$ cat src/rtl/string_match_counter_pkg.sv
// Shared types and constants for the needle/haystack match counter.
// The state encodings are fixed because other blocks in the stream path decode them.
package string_match_counter_pkg;

   localparam int BYTE_W = 8;

   typedef enum logic [1:0] {
      ST_NEEDLE   = 2'd0,
      ST_HAYSTACK = 2'd1,
      ST_EMIT     = 2'd2
   } state_e;

   // An index into an n-entry table, kept at least one bit wide
   function automatic int idx_width(input int n);
      return (n > 1) ? $clog2(n) : 1;
   endfunction

endpackage

$ cat src/rtl/string_match_counter_window.sv
// Needle register file, sliding haystack window and fill counter, plus the
// combinational match flag for the byte currently being shifted in.
module string_match_counter_window
   import string_match_counter_pkg::*;
#(
   parameter int STRING_SIZE = 5
) (
   input  logic              clock,
   input  logic              reset,
   input  logic              i_clear,
   input  logic              i_needle_we,
   input  logic              i_shift_en,
   input  logic [BYTE_W-1:0] i_byte,
   output logic              o_needle_done,
   output logic              o_match
);

   localparam int IDX_W  = idx_width(STRING_SIZE);
   localparam int FILL_W = $clog2(STRING_SIZE + 1);
   localparam logic [IDX_W-1:0]  IDX_LAST  = IDX_W'(STRING_SIZE - 1);
   localparam logic [FILL_W-1:0] FILL_FULL = FILL_W'(STRING_SIZE);

   logic [STRING_SIZE-1:0][BYTE_W-1:0] r_needle;
   logic [STRING_SIZE-1:0][BYTE_W-1:0] r_window;
   logic [STRING_SIZE-1:0][BYTE_W-1:0] w_window_next;
   logic [IDX_W-1:0]                   r_idx;
   logic [FILL_W-1:0]                  r_fill;
   logic [FILL_W-1:0]                  w_fill_next;

   // Oldest byte sits at [0]; the incoming byte lands at [STRING_SIZE-1]
   always_comb begin
      for (int i = 0; i < STRING_SIZE - 1; i++) begin
         w_window_next[i] = r_window[i+1];
      end
      w_window_next[STRING_SIZE-1] = i_byte;
   end

   assign w_fill_next   = (r_fill == FILL_FULL) ? r_fill : r_fill + 1'b1;
   assign o_needle_done = (r_idx == IDX_LAST);
   assign o_match       = i_shift_en && (w_fill_next == FILL_FULL) && (w_window_next == r_needle);

   always_ff @(posedge clock) begin
      if (reset || i_clear) begin
         r_needle <= '0;
         r_window <= '0;
         r_idx    <= '0;
         r_fill   <= '0;
      end else begin
         if (i_needle_we) begin
            r_needle[r_idx] <= i_byte;
            r_idx           <= o_needle_done ? '0 : r_idx + 1'b1;
         end
         if (i_shift_en) begin
            r_window <= w_window_next;
            r_fill   <= w_fill_next;
         end
      end
   end

endmodule

$ cat src/rtl/string_match_counter.sv
// Counts needle occurrences (overlaps included) in each haystack frame and
// returns the saturating count as a little-endian byte frame.
module string_match_counter
   import string_match_counter_pkg::*;
#(
   parameter int STRING_SIZE = 5,
   parameter int COUNT_BYTES = 2
) (
   input  logic              clock,
   input  logic              reset,
   input  logic              enable,
   input  logic [BYTE_W-1:0] in_data,
   input  logic              in_valid,
   input  logic              in_last,
   output logic              in_ready,
   output logic [BYTE_W-1:0] out_data,
   output logic              out_valid,
   output logic              out_last,
   input  logic              out_ready
);

   localparam int CNT_W = BYTE_W * COUNT_BYTES;
   localparam int E_W   = idx_width(COUNT_BYTES);
   localparam logic [E_W-1:0]   E_LAST  = E_W'(COUNT_BYTES - 1);
   localparam logic [CNT_W-1:0] CNT_MAX = '1;

   function automatic logic [CNT_W-1:0] sat_inc(input logic [CNT_W-1:0] v);
      return (v == CNT_MAX) ? v : v + 1'b1;
   endfunction

   state_e            r_state;
   state_e            w_state_next;
   logic [CNT_W-1:0]  r_count;
   logic [CNT_W-1:0]  w_count_next;
   logic [CNT_W-1:0]  w_count_shift;
   logic [E_W-1:0]    r_e;
   logic              w_accept;
   logic              w_out_fire;
   logic              w_emit_done;
   logic              w_needle_done;
   logic              w_match;

   assign w_accept      = in_valid && in_ready && (r_state != ST_EMIT);
   assign w_out_fire    = out_valid && out_ready;
   assign w_emit_done   = w_out_fire && (r_state == ST_EMIT) && (r_e == E_LAST);
   assign w_count_next  = w_match ? sat_inc(r_count) : r_count;
   assign w_count_shift = r_count >> (BYTE_W * (int'(r_e) + 1));

   string_match_counter_window #(
      .STRING_SIZE (STRING_SIZE)
   ) u_window (
      .clock         (clock),
      .reset         (reset),
      .i_clear       (w_emit_done),
      .i_needle_we   (w_accept && (r_state == ST_NEEDLE)),
      .i_shift_en    (w_accept && (r_state == ST_HAYSTACK)),
      .i_byte        (in_data),
      .o_needle_done (w_needle_done),
      .o_match       (w_match)
   );

   // A last byte arriving while the needle is still loading ends the frame with count zero
   always_comb begin
      w_state_next = r_state;
      case (r_state)
         ST_NEEDLE: begin
            if (w_accept) begin
               if (in_last)            w_state_next = ST_EMIT;
               else if (w_needle_done) w_state_next = ST_HAYSTACK;
            end
         end
         ST_HAYSTACK: if (w_accept && in_last) w_state_next = ST_EMIT;
         ST_EMIT:     if (w_emit_done)         w_state_next = ST_NEEDLE;
         default:                              w_state_next = ST_NEEDLE;
      endcase
   end

   always_ff @(posedge clock) begin
      if (reset) begin
         r_state   <= ST_NEEDLE;
         r_count   <= '0;
         r_e       <= '0;
         in_ready  <= 1'b0;
         out_valid <= 1'b0;
         out_last  <= 1'b0;
         out_data  <= '0;
      end else begin
         r_state  <= w_state_next;
         // Looking at the next state keeps in_ready low on the very first EMIT cycle
         in_ready <= enable && (w_state_next != ST_EMIT);
         case (r_state)
            ST_NEEDLE: begin
               if (w_accept && in_last) begin
                  r_count   <= '0;
                  r_e       <= '0;
                  out_valid <= 1'b1;
                  out_data  <= '0;
                  out_last  <= (E_LAST == '0);
               end
            end
            ST_HAYSTACK: begin
               if (w_accept) begin
                  r_count <= w_count_next;
                  if (in_last) begin
                     r_e       <= '0;
                     out_valid <= 1'b1;
                     out_data  <= w_count_next[BYTE_W-1:0];
                     out_last  <= (E_LAST == '0);
                  end
               end
            end
            ST_EMIT: begin
               if (w_out_fire) begin
                  if (r_e == E_LAST) begin
                     r_count   <= '0;
                     r_e       <= '0;
                     out_valid <= 1'b0;
                     out_last  <= 1'b0;
                     out_data  <= '0;
                  end else begin
                     r_e      <= r_e + 1'b1;
                     out_data <= w_count_shift[BYTE_W-1:0];
                     out_last <= ((r_e + 1'b1) == E_LAST);
                  end
               end
            end
            default: ;
         endcase
      end
   end

endmodule

$ cat config.mk
export PLATFORM = sky130hd
export DESIGN_NAME = string_match_counter
export DESIGN_NICKNAME = d
export VERILOG_FILES = /design/src/rtl/string_match_counter_pkg.sv /design/src/rtl/string_match_counter_window.sv /design/src/rtl/string_match_counter.sv
export SDC_FILE = /design/constraint.sdc
export NUM_CORES = 1
export LEC_CHECK = 0
export BUFFER_PORTS_ARGS = -buffer_cell sky130_fd_sc_hd__clkbuf_2
export CORE_UTILIZATION = 61
export DETAILED_ROUTE_END_ITERATION = 8
export PLACE_DENSITY = 0.9
export SLEW_MARGIN = 5
export SYNTH_ARGS = -nofsm -noshare
export SYNTH_HDL_FRONTEND = slang
export SYNTH_SLANG_ARGS = --single-unit
$ cat constraint.sdc
create_clock -name clock -period 3.6 [get_ports clock]
set_input_delay 0.36 -clock clock [delete_from_list [all_inputs] [get_ports clock]]
set_output_delay 0.36 -clock clock [all_outputs]
set_load 0.02 [all_outputs]
==> qor.yml <==
floorplanning:
  initial_core_util_pct: 63.3
  row_count: 33
  io_pins: 25
  core_area_sq_um: 8260
  dieArea_sq_um: 8950
  die_w_um: 94.6
  dieHeight_um: 94.6
worst_setup_path:
  worstSetupPathType: "reg -> reg"
  ff2ff_path_depth: 8
  worstSetupEndpointType: "flop"
  r2r_slack_ps: 500
  start_kind: "flop"
  critPathRequiredTime_ps: 3900
  rr_startpoint: "r_state[0]"
  crit_fanout: 14
  critPathLaunch: "r_state[0]"
  worstPathArrival_ps: 3400
  r2r_end: "r_count[3]"
logic_synthesis:
  synthCells: 627
  postSynth.asyncResetShare_pct: 0
  yosysTopAreaCell: "dfxtp_1"
  syn-num-nets: 650
  synth_warnings: 0
  syn_avg_cell_area_sq_um: 8.34
  ys_seq_area_share_pct: 40.9
  ys_types: 54
  synth_top_area_share_pct: 40.9
  ys.flop_type: "dfxtp_1"
  ys_ff_latch: 107
  synth-edff-count: 0
  syn_area_sq_um: 5230
  synth_area_leaders: "dfxtp_1 41%, mux2i_1 7.8%, nand2_1 7.3%"
worst_hold_path:
  hold_end: "in_ready"
  hold_start: "enable"
  whs_path_depth: 3
  hold_path_class: "in -> reg"
detailed_routing:
  routedWlPerCell_um: 17.0
  totalWireLength_um: 12600
  viasPerCell: 6.23
  drtAntennaViolNets: 0
  routed-via-count: 4614
  firstDrtPassIters: 5
  drt_iter0_markers: 284
  drc: 0
global_route:
  grt_use_total_pct: 29.5
  antenna_found_initial: 0
  grt_pass1_wl_um: 20600
  grt_max_degree: 43
  grt_pass1_vias: 4437
  grt_overflow_total: 0
clocking:
  cts_buffers: 9
  clk_pin_slew_worst_paths_ps: 110
  clk_latency_ps: 370
  cts_root_buf: "clkbuf_8"
  cts_tree: "done"
  clockBufferDepth: 2
  cts.sinks: 107
  htree_levels: 3
  cts_resized: 0
  post-cts-setup-buffers: 0
  cts_hold_buf: 0
timing:
  tns_ps: 0
  fin_crit_ps: 3100
  hold_viol_final: 0
  final-max-slew-violation-count: 0
  final-setup-viol-count: 0
  relSlewSlack_pct: 30.3
  fin_crit_sh_pct: 86.1
  tightest_slew_ps: 1040
  max_freq_mhz: 323
  rsz0062_at_grt: "false"
  fin_skew_ps: 8.64
run_status:
  status: "finished clean"
run:
  cap_violations: 0
power_and_ir_drop:
  p_per_area_nw_per_um2: 370
  p_leak_nw: 2.16
  fin_total_pwr_w: 0.00208
  peakVddDrop_mv: 0.323
placed_design:
  numPortBuffers: 24
  post-dp-hpwl_um: 8820
  gp_congestion: 0.898
final_layout:
  fillCellCount: 678
  drive_gt1_share_pct: 9.28
  diodes: 0
  final_net_count: 654
  area_growth_pct: 7.25
  final_core_util_pct: 67.9
-- worst max path at each step --
stage	slack, ps	endpoint	depth (start not counted)
floorplan	930	out_data[6]	10
global placement	710	r_count[3]	8
detailed placement	600	r_count[3]	8
CTS	530	r_count[3]	8
global route	310	r_count[14]	8
finish	500	r_count[3]	8
-- cell type report --
type / instances / area, sq um / share of cell area, %
sequential: 107 / 2140 / 38.2
multi-input combinational: 465 / 2880 / 51.3
clock buffer: 10 / 128 / 2.27
tap: 105 / 131 / 2.34
timing repair buffer: 33 / 188 / 3.35
inverter: 15 / 56.3 / 1.00
clock inverter: 6 / 85.1 / 1.52
-- cell usage in the layout, fill, tap and decap left out, types with 3 or more instances in the layout --
cell        n
nand3_1    20
o21ai_0     7
mux2i_1    41
xnor2_1    15
nand2_1   102
nor4_2      3
o31ai_1     3
ha_1        9
inv_1      14
and3_1      5
a22oi_1     4
a31oi_1     5
nor4_1     13
and2_1      4
nand4_1    15
nor2_1     60
clkbuf_2   24
clkbuf_8    9
or4_1      12
o211ai_1    7
nor3_1      8
or3_1      11
a21oi_1    58
dfxtp_1   107
xor2_1     29
buf_4       9
-- cells in the mapped netlist, types with 4 or more instances --
master / number
and3_1: 5
a31oi_1: 5
inv_1: 14
clkbuf_1: 36
nor2_1: 60
xnor2_1: 15
and2_1: 4
mux2i_1: 41
nor4_1: 13
dfxtp_1: 107
o211ai_1: 7
or4_1: 12
xor2_1: 29
nor3_1: 8
a21oi_1: 58
nand3_1: 20
nand4_1: 15
or3_1: 11
o21ai_0: 8
ha_1: 9
a22oi_1: 4
nand2_1: 102
-- state kept, by name, indices dropped and copies added, names as in the netlist, named ones only --
name / cells
u_window.r_needle: 40
u_window.r_window: 32
r_count: 16
out_data: 8
u_window.r_idx: 3
r_state: 2
in_ready: 1
out_valid: 1
r_e: 1
u_window.r_fill: 1
-- through the flow --
| step | area (sq um) | hold slack [ps] | setup slack, ps | std cells |
|---|---|---|---|---|
| after floorplan | 5230 | 448 | 930 | 627 |
| after global placement | 5400 | 454 | 712 | 725 |
| after detailed placement | 5400 | 459 | 603 | 725 |
| after CTS | 5610 | 201 | 530 | 741 |
| after global routing | 5610 | 209 | 308 | 741 |
| final | 5610 | 211 | 500 | 741 |
-- layer usage --
metal  part of all wire [%]  track usage [%]  vias up
li1                       -                -     2203
met1                     42             34.3     2204
met2                     50             53.5      182
met3                    5.9             5.56       25
met4                    2.3             10.4        0
met5                      0                0        -
-- power by group --
group	switching [W]	internal [W]
sequential	0.00000655	0.00119
combinational	0.0000737	0.0000329
clock	0.000437	0.000339
-- worst max-delay path, cell delays in order, from the launching register on --
cell and delay [ps]:
dfxtp_1 400, inv_1 90, ha_1 300, and4b_1 380, nand4_4 140, nor4_4 360
nand4_1 500, or4_1 660, a31oi_1 190
-- cell families after synthesis --
kind of cell    Yosys count  share of synthesized area, %
buf+inv                  55                          4.21
flops                   107                          40.9
xor+xnor                 44                          7.37
simple gates            268                          25.4
fa+ha+maj                 9                          2.15
mux                      41                          7.84
compound gates          103                          12.1
(Power assumes the default switching activity.)
